### config.mk
export PLATFORM = sky130hd
export DESIGN_NAME = sms_card_trl
export DESIGN_NICKNAME = d
export VERILOG_FILES = /design/src/rtl/sms_trl_pkg.sv /design/src/rtl/sms_trl_channel.sv /design/src/rtl/sms_card_trl.sv
export SDC_FILE = /design/constraint.sdc
export NUM_CORES = 1
export LEC_CHECK = 0
export CORE_ASPECT_RATIO = 1.1
export CORE_MARGIN = 5
export CORE_UTILIZATION = 55
export CTS_CLUSTER_DIAMETER = 60
export DETAILED_ROUTE_END_ITERATION = 10
export HOLD_SLACK_MARGIN = 0.1
export PLACE_DENSITY = 0.79
export SLEW_MARGIN = 20
export SYNTH_ARGS = -nofsm -noshare
export SYNTH_HDL_FRONTEND = slang
export SYNTH_SLANG_ARGS = --single-unit
### constraint.sdc
create_clock -name clk -period 2.35 [get_ports clk]
set_input_delay 0.47 -clock clk [delete_from_list [all_inputs] [get_ports clk]]
set_output_delay 0.47 -clock clk [all_outputs]
set_load 0.02 [all_outputs]
### src/rtl/sms_trl_pkg.sv
// Shared types and constants for the open-collector bus receive channels.
package sms_trl_pkg;

    localparam int unsigned FILTER_LEN_DEF = 3;
    localparam int unsigned CNT_W          = 4;
    localparam logic [CNT_W-1:0] CNT_MAX   = '1;

    typedef enum logic [1:0] {
        ST_STABLE_LO,
        ST_QUAL_RISE,
        ST_STABLE_HI,
        ST_QUAL_FALL
    } trl_state_e;

endpackage

### src/rtl/sms_trl_channel.sv
// One bus receive channel: pull-up resolution, two-flop synchronizer,
// qualify FSM with saturating counter, edge pulses and a sticky held flag.
module sms_trl_channel
    import sms_trl_pkg::*;
#(
    parameter int unsigned FILTER_LEN = FILTER_LEN_DEF
) (
    input  logic clk,
    input  logic reset_n,
    input  logic i_bus,
    input  logic i_clear,
    output logic o_level,
    output logic o_rise,
    output logic o_fall,
    output logic o_held
);

    localparam logic [CNT_W-1:0] FILT = CNT_W'(FILTER_LEN);

    logic             w_res;
    logic             r_sync1, r_sync2;
    trl_state_e       r_state, w_state_nxt;
    logic [CNT_W-1:0] r_cnt, w_cnt_nxt, w_cnt_inc;
    logic             r_level, w_level_nxt;
    logic             r_rise, w_rise_nxt;
    logic             r_fall, w_fall_nxt;
    logic             r_held, w_held_nxt;

    // A released line (z) reads as the pull-up level; an unknown level reads as driven low.
    always_comb begin
        if (i_bus === 1'b1)      w_res = 1'b1;
        else if (i_bus === 1'b0) w_res = 1'b0;
        else                     w_res = (i_bus !== 1'bx);
    end

    // NOTE: sequential state uses non-blocking assignments so every flop samples pre-edge values.
    always_ff @(posedge clk or negedge reset_n) begin
        if (!reset_n) begin
            r_sync1 <= 1'b1;
            r_sync2 <= 1'b1;
        end else begin
            r_sync1 <= w_res;
            r_sync2 <= r_sync1;
        end
    end

    assign w_cnt_inc = (r_cnt == CNT_MAX) ? r_cnt : r_cnt + 1'b1;

    // NOTE: every output of this block gets a default first, so no path can infer a latch.
    always_comb begin
        w_state_nxt = r_state;
        w_cnt_nxt   = r_cnt;
        w_level_nxt = r_level;
        w_rise_nxt  = 1'b0;
        w_fall_nxt  = 1'b0;
        case (r_state)
            ST_STABLE_LO: if (r_sync2) begin
                if (FILTER_LEN == 1) begin
                    w_state_nxt = ST_STABLE_HI;
                    w_level_nxt = 1'b1;
                    w_rise_nxt  = 1'b1;
                    w_cnt_nxt   = '0;
                end else begin
                    w_state_nxt = ST_QUAL_RISE;
                    w_cnt_nxt   = CNT_W'(1);
                end
            end
            ST_QUAL_RISE: if (!r_sync2) begin
                w_state_nxt = ST_STABLE_LO;
                w_cnt_nxt   = '0;
            end else if (w_cnt_inc == FILT) begin
                w_state_nxt = ST_STABLE_HI;
                w_level_nxt = 1'b1;
                w_rise_nxt  = 1'b1;
                w_cnt_nxt   = '0;
            end else begin
                w_cnt_nxt   = w_cnt_inc;
            end
            ST_STABLE_HI: if (!r_sync2) begin
                if (FILTER_LEN == 1) begin
                    w_state_nxt = ST_STABLE_LO;
                    w_level_nxt = 1'b0;
                    w_fall_nxt  = 1'b1;
                    w_cnt_nxt   = '0;
                end else begin
                    w_state_nxt = ST_QUAL_FALL;
                    w_cnt_nxt   = CNT_W'(1);
                end
            end
            ST_QUAL_FALL: if (r_sync2) begin
                w_state_nxt = ST_STABLE_HI;
                w_cnt_nxt   = '0;
            end else if (w_cnt_inc == FILT) begin
                w_state_nxt = ST_STABLE_LO;
                w_level_nxt = 1'b0;
                w_fall_nxt  = 1'b1;
                w_cnt_nxt   = '0;
            end else begin
                w_cnt_nxt   = w_cnt_inc;
            end
            default: begin
                w_state_nxt = ST_STABLE_HI;
                w_cnt_nxt   = '0;
            end
        endcase
    end

    // Clear is ignored while rise is showing, and a new set always beats clear.
    assign w_held_nxt = w_rise_nxt | (r_held & ~(i_clear & ~r_rise));

    always_ff @(posedge clk or negedge reset_n) begin
        if (!reset_n) begin
            r_state <= ST_STABLE_HI;
            r_cnt   <= '0;
            r_level <= 1'b1;
            r_rise  <= 1'b0;
            r_fall  <= 1'b0;
            r_held  <= 1'b0;
        end else begin
            r_state <= w_state_nxt;
            r_cnt   <= w_cnt_nxt;
            r_level <= w_level_nxt;
            r_rise  <= w_rise_nxt;
            r_fall  <= w_fall_nxt;
            r_held  <= w_held_nxt;
        end
    end

    assign o_level = r_level;
    assign o_rise  = r_rise;
    assign o_fall  = r_fall;
    assign o_held  = r_held;

endmodule

### src/rtl/sms_card_trl.sv
// Multi-channel open-collector bus receiver card: one independent
// filtered channel per bus line.
module sms_card_trl
    import sms_trl_pkg::*;
#(
    parameter int unsigned CHANNELS   = 4,
    parameter int unsigned FILTER_LEN = FILTER_LEN_DEF
) (
    input  logic                clk,
    input  logic                reset_n,
    input  logic [CHANNELS-1:0] bus_in,
    input  logic [CHANNELS-1:0] clear,
    output logic [CHANNELS-1:0] level,
    output logic [CHANNELS-1:0] rise,
    output logic [CHANNELS-1:0] fall,
    output logic [CHANNELS-1:0] held
);

    for (genvar g = 0; g < CHANNELS; g++) begin : g_ch
        sms_trl_channel #(
            .FILTER_LEN (FILTER_LEN)
        ) u_channel (
            .clk     (clk),
            .reset_n (reset_n),
            .i_bus   (bus_in[g]),
            .i_clear (clear[g]),
            .o_level (level[g]),
            .o_rise  (rise[g]),
            .o_fall  (fall[g]),
            .o_held  (held[g])
        );
    end

endmodule

* Word level (Yosys, flattened, before mapping)
Index checks and enable logic that the tools add are counted.
Operators by class: add/subtract/negate cells 4, eq/ne operators 64, mux-type cells 104, bitwise logic cells 20, reduce and logical (&&, ||, !) cells 20
Operators with widths (count):
- 4-bit two-way mux | 24
- 4-bit case mux with 4 select lines | 4
- 2-bit two-way mux | 24
- 1-bit two-way mux | 44
- 2-bit by 1-bit inequality test with 1-bit output, second input constant | 16
- 2-bit case mux with 4 select lines | 4
- 5-bit AND reduction | 4
- 4-bit by 1-bit adder with 4-bit output, second input constant | 4
- 2-bit equality test, second input constant | 8
- 4-bit by 2-bit equality test with 1-bit output, second input constant | 4
- 4-bit equality test, second input constant | 4
- 2-bit inequality test, second input constant | 8
- 4-bit AND reduction | 4
- 3-bit by 1-bit inequality test with 1-bit output, second input constant | 4
- 3-bit inequality test, second input constant | 4
- 1-bit bitwise AND | 8
- 2-bit by 1-bit equality test with 1-bit output, second input constant | 4
- 1-bit === test, second input constant | 8
- 2-bit logical NOT | 4
- 1-bit inverter | 8
- 1-bit case mux with 2 select lines | 4
- 2-bit AND reduction | 4
- 2-bit nonzero test | 4
- 1-bit case inequality test, second input constant | 4
- 1-bit OR | 4
Storage, ports and cells: flip-flop bits (word level) 48, output and inout bits 16, logic and storage cells 244

* Logic depth before layout (Yosys ltp)
Gate-level depths: netlist (run 1).
word-level depth 7, depth in mapped cells 5

* Modules after synthesis
From an unflattened synthesis (run 1), not the netlist that was laid out.
Second synthesis, totals: cells, all modules 213, area, all modules 2372.3 um2
By module, submodules not included:
- sms_trl_channel (g_ch[2].u_channel ...) | instances 2, cells each 54, area each 615.6 um2, sequential area each 305.3 um2
- sms_trl_channel (g_ch[1].u_channel) | instances 1, cells each 55, area each 575.6 um2, sequential area each 305.3 um2
- sms_trl_channel (g_ch[0].u_channel) | instances 1, cells each 50, area each 565.5 um2, sequential area each 305.3 um2

* Least setup slack after synthesis (run 1)
Ideal clock, no wire load.
kind flip-flop to flip-flop, start point reg g_ch[2].u_channel.r_cnt[0], end point reg g_ch[2].u_channel.r_level, library setup time 0.082 ns, arrival time 1.832 ns, data required time 2.268 ns, path slack 0.436 ns, cell stages (with the launch flop) 6, period minus slack after synthesis 1.914 ns, cell sequence dfrtp_1 > ha_1 > or2_1 > a2111o_1 > or2_1 > a211o_1
Between the ends: longest elaborated chain between the ends 5, elaborated cells on any way between the ends 7
Ends and longest elaborated chain:
- start, declared | RTL line sms_trl_channel.sv:23 | logic [CNT_W-1:0] r_cnt, w_cnt_nxt, w_cnt_inc;
- start signal, assigned | RTL line sms_trl_channel.sv:121 | r_cnt <= w_cnt_nxt;
- 4-bit by 1-bit adder with 4-bit output / 4-bit equality test (equally long branches) | RTL line sms_trl_channel.sv:47 | assign w_cnt_inc = (r_cnt == CNT_MAX) ? r_cnt : r_cnt + 1'b1;
- 4-bit two-way mux * | RTL line sms_trl_channel.sv:47
- 4-bit by 2-bit equality test with 1-bit output * | RTL line sms_trl_channel.sv:71, sms_trl_channel.sv:93
- 2-bit by 1-bit inequality test with 1-bit output (no line)
- 5-bit AND reduction (no line) *
- end signal, assigned | RTL line sms_trl_channel.sv:122 | r_level <= w_level_nxt;
- end, declared | RTL line sms_trl_channel.sv:24 | logic r_level, w_level_nxt;
Every way passes the cells marked *; elsewhere a longest branch is shown, timed or not. A chain may end at the register's enable or synchronous reset.

* Worst setup path after layout (run 1)
Same ends and word-level chain as after synthesis.

==> results of run 1 <==
stage by stage:
stage | hold slack, ns | setup slack (ns) | util
after floorplan | 0.1744 | 0.4365 | -
after global routing | 0.2155 | 0.2121 | 0.6493
after CTS | 0.1912 | 0.3227 | 0.6493
after global placement | 0.3466 | 0.3841 | 0.6244
final | 0.1733 | 0.3194 | 0.6493
after detailed placement | 0.3475 | 0.3370 | 0.6244
cell type report:
class / count / area (µm²) / area share
sequential: 48 / 1221 / 0.4674
timing repair buffer: 28 / 267.8 / 0.1025
tap: 52 / 65.06 / 0.02490
multi-input combinational: 141 / 909.6 / 0.3482
clock buffer: 8 / 100.1 / 0.03831
inverter: 13 / 48.80 / 0.01868
registers in the layout (all words and copies together) (netlist names), named ones only:
name	count
g_ch.u_channel.r_cnt	16
g_ch.u_channel.o_fall	4
g_ch.u_channel.o_held	4
g_ch.u_channel.o_level	4
g_ch.u_channel.o_rise	4
g_ch.u_channel.r_state	4
g_ch.u_channel.r_sync1	4
g_ch.u_channel.r_sync2	4
logic make-up after synthesis:
kind of cell / after synthesis / share of synthesized area
mux: 11 / 0.05215
flops: 48 / 0.5301
buf+inv: 30 / 0.07496
compound gates: 46 / 0.1282
xor+xnor: 14 / 0.05323
fa+ha+maj: 4 / 0.02173
simple gates: 66 / 0.1396
final timing paths:
kind                                       startpoint                        end  slack (ns)  depth (start not counted)
hold / removal                                reset_n   g_ch[3].u_channel.o_held        0.17                          1
max in group asynchronous                     reset_n  g_ch[2].u_channel.r_sync2        1.49                          2
setup reg to reg           g_ch[2].u_channel.r_cnt[0]  g_ch[2].u_channel.o_level        0.32                          5
hold reg to reg             g_ch[0].u_channel.r_sync1  g_ch[0].u_channel.r_sync2        0.35                          0
min in group clk            g_ch[0].u_channel.r_sync1  g_ch[0].u_channel.r_sync2        0.35                          0
setup / recovery           g_ch[2].u_channel.r_cnt[0]  g_ch[2].u_channel.o_level        0.32                          5
report_power, final:
part / total, mW / internal, mW / leakage, nW / switching [mW]
Combinational: 1.12 / 0.515 / 0.529 / 0.604
Clock: 0.513 / 0.268 / 0.0515 / 0.244
Sequential: 1.35 / 1.09 / 0.594 / 0.265
Total: 2.98 / 1.87 / 1.17 / 1.11
cell usage after synthesis, types with 2 or more instances:
master,count
or2_1,2
dfstp_2,16
o21ai_0,18
inv_1,13
a31o_2,3
nor2b_1,2
mux2i_1,3
xor2_1,8
ha_1,4
and3_1,2
nand3_1,9
nor3_1,6
a21oi_1,4
nand2b_1,3
or3_1,2
nand3b_1,2
o22ai_1,8
buf_4,16
mux2_2,8
nor2_1,16
nor3b_1,4
xnor2_1,6
nand2_1,16
dfrtp_1,32
metal layers:
| layer | GRT usage | wire, µm | vias up |
|---|---|---|---|
| met3 | 0.03747 | 185 | 6 |
| met5 | 0 | 0 | - |
| met4 | 0.04511 | 57 | 0 |
| met1 | 0.1825 | 1684 | 757 |
| met2 | 0.2675 | 1878 | 33 |
| li1 | - | - | 792 |
worst max-delay path, delay by kind of cell (launching register included):
| family | cells | cell delay [ns] |
|---|---|---|
| compound gates | 2 | 0.75 |
| simple gates | 2 | 0.50 |
| flops | 1 | 0.45 |
| fa+ha+maj | 1 | 0.26 |
==> reports/metrics.yaml, run 1 <==
status:
  outcome: "finished clean"
pwr:
  power_mw: 2.983
  p_per_area_mw_per_mm2: 1142
  leakage_nw: 1.174
  ir_worst_vdd_uv: 691.4
detailed_routing:
  drtIter0Drc: 94
  vias_per_cell: 5.476
  avgRoutedWirePerCell_um: 13.12
  ant_nets: 0
  post-route-drc-count: 0
  drtPass1Iterations: 4
  drt_wl_total_um: 3805
  dr_total_vias: 1588
sta:
  finalClockSkew_ns: 0.004328
  maxSlewViolCount: 0
  tightest_slew_ns: 0.5878
  max_slew_margin: 0.6082
  rsz0062_at_grt: "no"
  period_needed_ns: 2.031
  fmax_mhz: 492.5
  period_share: 0.8641
  setup_viol: 0
  finalSetupTns_ns: 0
  hold_viol: 0
placement:
  gp_congestion: 0.8177
  dp_cells: 282
  placed_cell_area_mm2: 0.002512
  portBuffers: 25
  hpwl_um: 2850
logic_synthesis:
  seq_area_frac_synth: 0.5301
  synth_cells: 219
  synth-seq-cells: 48
  synth_top_area_cell: "dfrtp_1"
  syn-cell-area_mm2: 0.002303
  ys_top_cells_by_area: "dfrtp_1, dfstp_2, buf_4"
  synth.distinct_cells: 40
  ys.flop_type: "dfrtp_1"
  syn_nets: 233
  yosysWarnings: 0
  synth.avg_cell_area_um2: 10.52
  synth_top_area_frac: 0.3476
  synth_edf_count: 0
  async_flop_share: 1.000
global_routing:
  track_usage: 0.1521
  grt_max_degree: 29
  grt_overflow: 0
  grt_pass1_wl_um: 6941
  antenna_found_initial: 0
  grt_pass1_vias: 1670
die:
  initial_core_util: 0.5725
  die_h_um: 77.88
  die_x_um: 71.71
  core_mm2: 0.004024
  die_area_mm2: 0.005584
  rows: 24
  boundaryPins: 26
finish:
  final_area_mm2: 0.002613
  layout_common_cells: "dfrtp_1, clkdlybuf4s50_1, o21ai_0"
  final_common_cell: "dfrtp_1"
  fin_nets: 251
  drive_gt1_frac: 0.1597
  final_cells: 290
  fillerInstances: 330
  antennaDiodeCount: 0
  syn2layout_area_growth_pct: 13.42
clock_tree:
  ctsHoldBuffers: 0
  htreeDepth: 2
  cts_max_path_buffers: 2
  clock_sinks: 48
  clk_pin_slew_ns: 0.08
  root_buffer: "clkbuf_8"
  clock_latency_ns: 0.29
  postCtsSetupRepairBufs: 0
  cts_buffers: 5
  cts_tree: "built"
  cts_resized: 0
critical_path:
  crit_chain: "ha_1 > or2_1 > a2111o_1 > or2_1 > a211o_1"
  crit_type: "register to register"
  cpMostUsedCell: "or2_1"
  crit_fanout: 6
  slowest_stage: "a2111o_1"
  end_kind: "register"
  cp_slowest_stage_delay_ns: 0.46
  crit_path_start_kind: "register"
  cp.required_ns: 2.57
  cp.arrival_ns: 2.25
job:
  drv_cap: 0
hold_path:
  hp-class: "primary input to async pin"
Power figures use the tool's default switching activity.
==> run 2, diff against run 1 <==
--- a/config.mk
+++ b/config.mk
@@ -12,6 +12,7 @@
 export DETAILED_ROUTE_END_ITERATION = 10
 export HOLD_SLACK_MARGIN = 0.1
 export PLACE_DENSITY = 0.79
+export SETUP_SLACK_MARGIN = 0.4
 export SLEW_MARGIN = 20
 export SYNTH_ARGS = -nofsm -noshare
 export SYNTH_HDL_FRONTEND = slang
==> run 2 against run 1 <==
- critical path depth did not move
- wire length rose by 1.9%
- setup slack improved by 0.11 ns
- global-route usage barely moved
- sequential share of layout area fell by 0.75 points
- clock skew barely moved
- count of clock-buffer cells in the layout did not move
- cell count rose by 0.69%
- design area rose by 1.7%
- power rose by 2.3%
- highest routed layer unchanged
==> reports/metrics.yaml, run 2 (same netlist as run 1, synthesis figures left out) <==
status:
  outcome: "finished clean"
finish:
  regMostFlops: "g_ch.u_channel.r_cnt"
  final_common_cell: "dfrtp_1"
  syn2layout_area_growth_pct: 15.37
  drive_gt1_frac: 0.1875
  multi_input_area_um2: 930.9
  fin_nets: 253
  seqCellArea_mm2: 0.001222
  final_cells: 292
  layout_common_cells: "dfrtp_1, clkdlybuf4s50_1, o21ai_0"
  largest_reg_flops: 16
  antennaDiodeCount: 0
  fillerInstances: 321
global_routing:
  grt_overflow: 0
  grt_pass1_vias: 1667
  track_usage: 0.1524
  grt_pass1_wl_um: 6962
  antenna_found_initial: 0
  grt_max_degree: 29
sta:
  period_needed_ns: 1.920
  finalSetupTns_ns: 0
  maxSlewViolCount: 0
  finalClockSkew_ns: 0.004452
  tightest_slew_ns: 0.5917
  fmax_mhz: 520.8
  period_share: 0.8171
  setup_viol: 0
  max_slew_margin: 0.6055
  hold_viol: 0
  rsz0062_at_grt: "yes"
die:
  boundaryPins: 26
  die_h_um: 77.88
  rows: 24
  die_area_mm2: 0.005584
  die_x_um: 71.71
  core_mm2: 0.004024
  initial_core_util: 0.5725
pwr:
  ir_worst_vdd_uv: 695.8
  power_mw: 3.053
  leakage_nw: 1.200
  p_per_area_mw_per_mm2: 1149
clock_tree:
  clk_pin_slew_ns: 0.08
  htreeDepth: 2
  cts_max_path_buffers: 2
  root_buffer: "clkbuf_8"
  cts_tree: "built"
  clock_sinks: 48
  clock_latency_ns: 0.29
  cts_buffers: 5
  ctsHoldBuffers: 0
critical_path:
  crit_type: "register to register"
  end_kind: "register"
  cp.required_ns: 2.57
  crit_fanout: 5
  cp.arrival_ns: 2.14
  crit_path_start_kind: "register"
detailed_routing:
  avgRoutedWirePerCell_um: 13.27
  drt_wl_total_um: 3876
  vias_per_cell: 5.483
  post-route-drc-count: 0
  ant_nets: 0
  drtIter0Drc: 91
  dr_total_vias: 1601
  drtPass1Iterations: 4
placement:
  portBuffers: 25
  gp_congestion: 0.8177
  dp_cells: 282
  hpwl_um: 2850
job:
  drv_cap: 0
hold_path:
  hp-class: "primary input to async pin"
run 2: cell types whose count changed in the layout (fill, tap and decap cells not counted), sizes merged:
cell and delta:
clkdlybuf4s50 -3, dlymetal6s2s +3, buf +2
run 2: worst paths after layout:
kind | endpoint | from | slack, ns | depth (start not counted)
max in group asynchronous | g_ch[2].u_channel.r_sync2 | reset_n | 1.49 | 2
worst min register to register | g_ch[0].u_channel.r_sync2 | g_ch[0].u_channel.r_sync1 | 0.35 | 0
min in group clk | g_ch[0].u_channel.r_sync2 | g_ch[0].u_channel.r_sync1 | 0.35 | 0
worst min-delay path | g_ch[3].u_channel.o_held | reset_n | 0.18 | 1
worst max register to register | g_ch[2].u_channel.o_level | g_ch[2].u_channel.r_cnt[0] | 0.43 | 5
worst max-delay path | g_ch[2].u_channel.o_level | g_ch[2].u_channel.r_cnt[0] | 0.43 | 5
run 2: final cells by class:
class	count	area share
timing repair buffer	30	0.1092
inverter	13	0.01836
sequential	48	0.4600
multi-input combinational	141	0.3503
tap	52	0.02448
clock buffer	8	0.03766
run 2: metrics by stage:
step,hold slack [ns],area [µm²],util,setup slack [ns]
final,0.1751,2658,0.6604,0.4299
after global routing,0.2155,2658,0.6604,0.3469
after CTS,0.1912,2619,0.6508,0.3390
after detailed placement,0.3475,2512,0.6244,0.3370
after global placement,0.3466,2512,0.6244,0.3841
after floorplan,0.1744,2303,-,0.4365
run 2: routing by layer:
metal  up-vias  routed length (µm)  GRT usage
met5         -                   0          0
met4         0                  57    0.04511
met3         8                 192    0.03747
met2        30                1947     0.2675
met1       768                1679     0.1833
li1        795                   -          -
run 2: what timing repair did:
| action | in CTS | in global routing |
|---|---|---|
| gates resized for setup | 2 | 7 |
| pin swaps | 0 | 2 |
| endpoints found under the hold margin | 0 | 0 |
| endpoints found under the setup margin | 2 | 10 |
| setup buffers | 0 | 2 |
run 2: power breakdown:
part / internal (mW) / switching (mW) / leakage [nW]
sequential: 1.09 / 0.265 / 0.593
clock: 0.268 / 0.245 / 0.0515
combinational: 0.548 / 0.637 / 0.556
run 2: critical path, stage by stage (launching register included):
cell and delay [ns]:
dfrtp_2 0.44, ha_2 0.21, or2_1 0.24, a2111o_1 0.41
or2_1 0.26, a211o_1 0.29
==> run 3, diff against run 2 <==
--- a/config.mk
+++ b/config.mk
@@ -7,11 +7,11 @@
 export LEC_CHECK = 0
 export CORE_ASPECT_RATIO = 1.1
 export CORE_MARGIN = 5
-export CORE_UTILIZATION = 55
+export CORE_UTILIZATION = 50
 export CTS_CLUSTER_DIAMETER = 60
 export DETAILED_ROUTE_END_ITERATION = 10
 export HOLD_SLACK_MARGIN = 0.1
-export PLACE_DENSITY = 0.79
+export PLACE_DENSITY = 0.76
 export SETUP_SLACK_MARGIN = 0.4
 export SLEW_MARGIN = 20
 export SYNTH_ARGS = -nofsm -noshare
==> constraint.sdc (replaced) <==
create_clock -name clk -period 1.6 [get_ports clk]
set_input_delay 0.32 -clock clk [delete_from_list [all_inputs] [get_ports clk]]
set_output_delay 0.32 -clock clk [all_outputs]
set_load 0.02 [all_outputs]
==> run 3 against run 2 <==
- the flow now finishes with violations (setup timing)
- fmax grew 5.4%
- worst hold slack gained 0.18 ns
- combinational power grew to 3.1 times the previous value
- non-clock buffer count grew 46
- clock power grew 85%
- critical path depth is the same
- setup slack lost 0.65 ns
- first-iteration DRC count grew 36%
==> reports/metrics.yaml, run 3 (same netlist as run 1, synthesis figures left out) <==
status:
  outcome: "finished with violations"
  violations: "setup timing"
sta:
  rsz0062_at_grt: "yes"
  period_share: 1.139
  finalClockSkew_ns: 0.005634
  period_needed_ns: 1.822
  tightest_slew_ns: 0.4071
  finalSetupTns_ns: -0.9798
  hold_ws_ns: 0.3590
  max_slew_margin: 0.7232
  maxSlewViolCount: 0
  fmax_mhz: 548.7
  setup_viol: 9
  final.setup.worst_slack_ns: -0.2224
  hold_viol: 0
global_routing:
  antenna_found_initial: 0
  grt_pass1_wl_um: 8500
  grt_max_degree: 49
  grt_overflow: 0
  track_usage: 0.1830
  grt_pass1_vias: 1873
critical_path:
  cp.required_ns: 1.84
  crit_path_start_kind: "register"
  cpMostUsedCell: "or2_1"
  cpLargestDelayFamily: "compound AO/OA/AOI/OAI gates"
  end_kind: "register"
  crit_type: "register to register"
  cp_slowest_stage_delay_ns: 0.40
  cp.depth: 5
  slowest_stage: "a2111o_1"
  crit_fanout: 3
  cp.arrival_ns: 2.06
  r2r_cells: 5
  crit_chain: "ha_2 > or2_1 > a2111o_1 > or2_1 > a211o_1"
  critPathBufInv: 0
finish:
  regMostFlops: "g_ch.u_channel.r_cnt"
  fillerInstances: 264
  syn2layout_area_growth_pct: 52.91
  largest_reg_flops: 16
  layout_common_cells: "buf_4, dfrtp_1, buf_6"
  final_cells: 342
  multi_input_area_mm2: 0.001386
  antennaDiodeCount: 0
  final_area_mm2: 0.003522
  fin_nets: 299
  final_common_cell: "buf_4"
  drive_gt1_frac: 0.5839
  seqCellArea_mm2: 0.001225
die:
  initial_core_util: 0.5058
  die_x_um: 74.72
  rows: 26
  core_mm2: 0.004554
  boundaryPins: 26
  die_h_um: 81.19
  die_area_mm2: 0.006066
clock_tree:
  clk_pin_slew_ns: 0.09
  clock_latency_ns: 0.30
  clock_sinks: 48
  root_buffer: "clkbuf_8"
  cts_buffers: 5
  cts_tree: "built"
  cts_max_path_buffers: 2
  htreeDepth: 2
pwr:
  power_mw: 6.608
  p_sw_frac: 0.3880
  clkPwrFrac: 0.144
  seqPwrFrac: 0.301
  ir_worst_vdd_uv: 1212
  p_per_area_mw_per_mm2: 1876
  switching_power_mw: 2.564
  p_int_mw: 4.044
  leakage_nw: 1.567
  p_comb_frac: 0.555
detailed_routing:
  drtIter0Drc: 124
  avgRoutedWirePerCell_um: 17.27
  vias_per_cell: 5.544
  drtPass1Iterations: 4
  drt_wl_total_um: 5905
  ant_nets: 0
  post-route-drc-count: 0
  dr_total_vias: 1896
hold_path:
  hold_depth: 0
  hp-class: "register to register"
placement:
  portBuffers: 25
  placed_cell_area_mm2: 0.002833
  dp_cells: 306
  hpwl_um: 3131
  gp_congestion: 0.8453
job:
  drv_cap: 0
## run 3: path summary, 6_finish.rpt
check | end | slack, ns | from
max | g_ch[2].u_channel.o_level | -0.22 | g_ch[2].u_channel.r_cnt[1]
min | g_ch[3].u_channel.r_sync2 | 0.36 | g_ch[3].u_channel.r_sync1
max reg2reg | g_ch[2].u_channel.o_level | -0.22 | g_ch[2].u_channel.r_cnt[1]
min reg2reg | g_ch[3].u_channel.r_sync2 | 0.36 | g_ch[3].u_channel.r_sync1
max in group asynchronous | g_ch[3].u_channel.r_sync1 | 0.80 | reset_n
min in group asynchronous | g_ch[0].u_channel.r_cnt[1] | 0.51 | reset_n
## run 3: per-layer routing
metal	wire [µm]	vias to the layer above	share of wire	GRT usage
met5	0	-	0	0
met4	160	0	0.027	0.06584
met3	273	16	0.046	0.05074
met2	3149	54	0.53	0.3199
met1	2322	950	0.39	0.2125
li1	-	876	-	-
## run 3: stage by stage
step | setup WS [ns] | utilization
3_3_place_gp | -0.1572 | 0.6220
4_1_cts | -0.1884 | 0.7069
3_5_place_dp | -0.1724 | 0.6220
5_1_grt | -0.3030 | 0.7734
2_1_floorplan | -0.2226 | -
6_report | -0.2224 | 0.7734
## run 3: repair_timing
item,CTS,global route
buffers inserted,15,12
pin swaps,17,13
hold buffers,1,0
hold endpoints to repair,32,0
resized for setup,115,42
endpoints found under the setup margin,53,46
## run 3: layout make-up
class	instances	share of cell area
clock buffers	7	0.02735
clock inverters	1	0.008526
inverters	13	0.01385
multi-input cells	141	0.3936
flip-flops and latches	48	0.3478
well taps	56	0.01989
repair buffers	76	0.1890
## run 3: power by group through the flow
stage / registers (mW) / clock network [mW] / logic [mW]
after floorplan: 1.97 / 0 / 1.60
after global placement: 1.93 / 0 / 2.38
after detailed placement: 1.96 / 0 / 2.46
after CTS: 1.96 / 0.957 / 3.01
after global routing: 2.04 / 1.02 / 3.92
final: 1.99 / 0.951 / 3.67
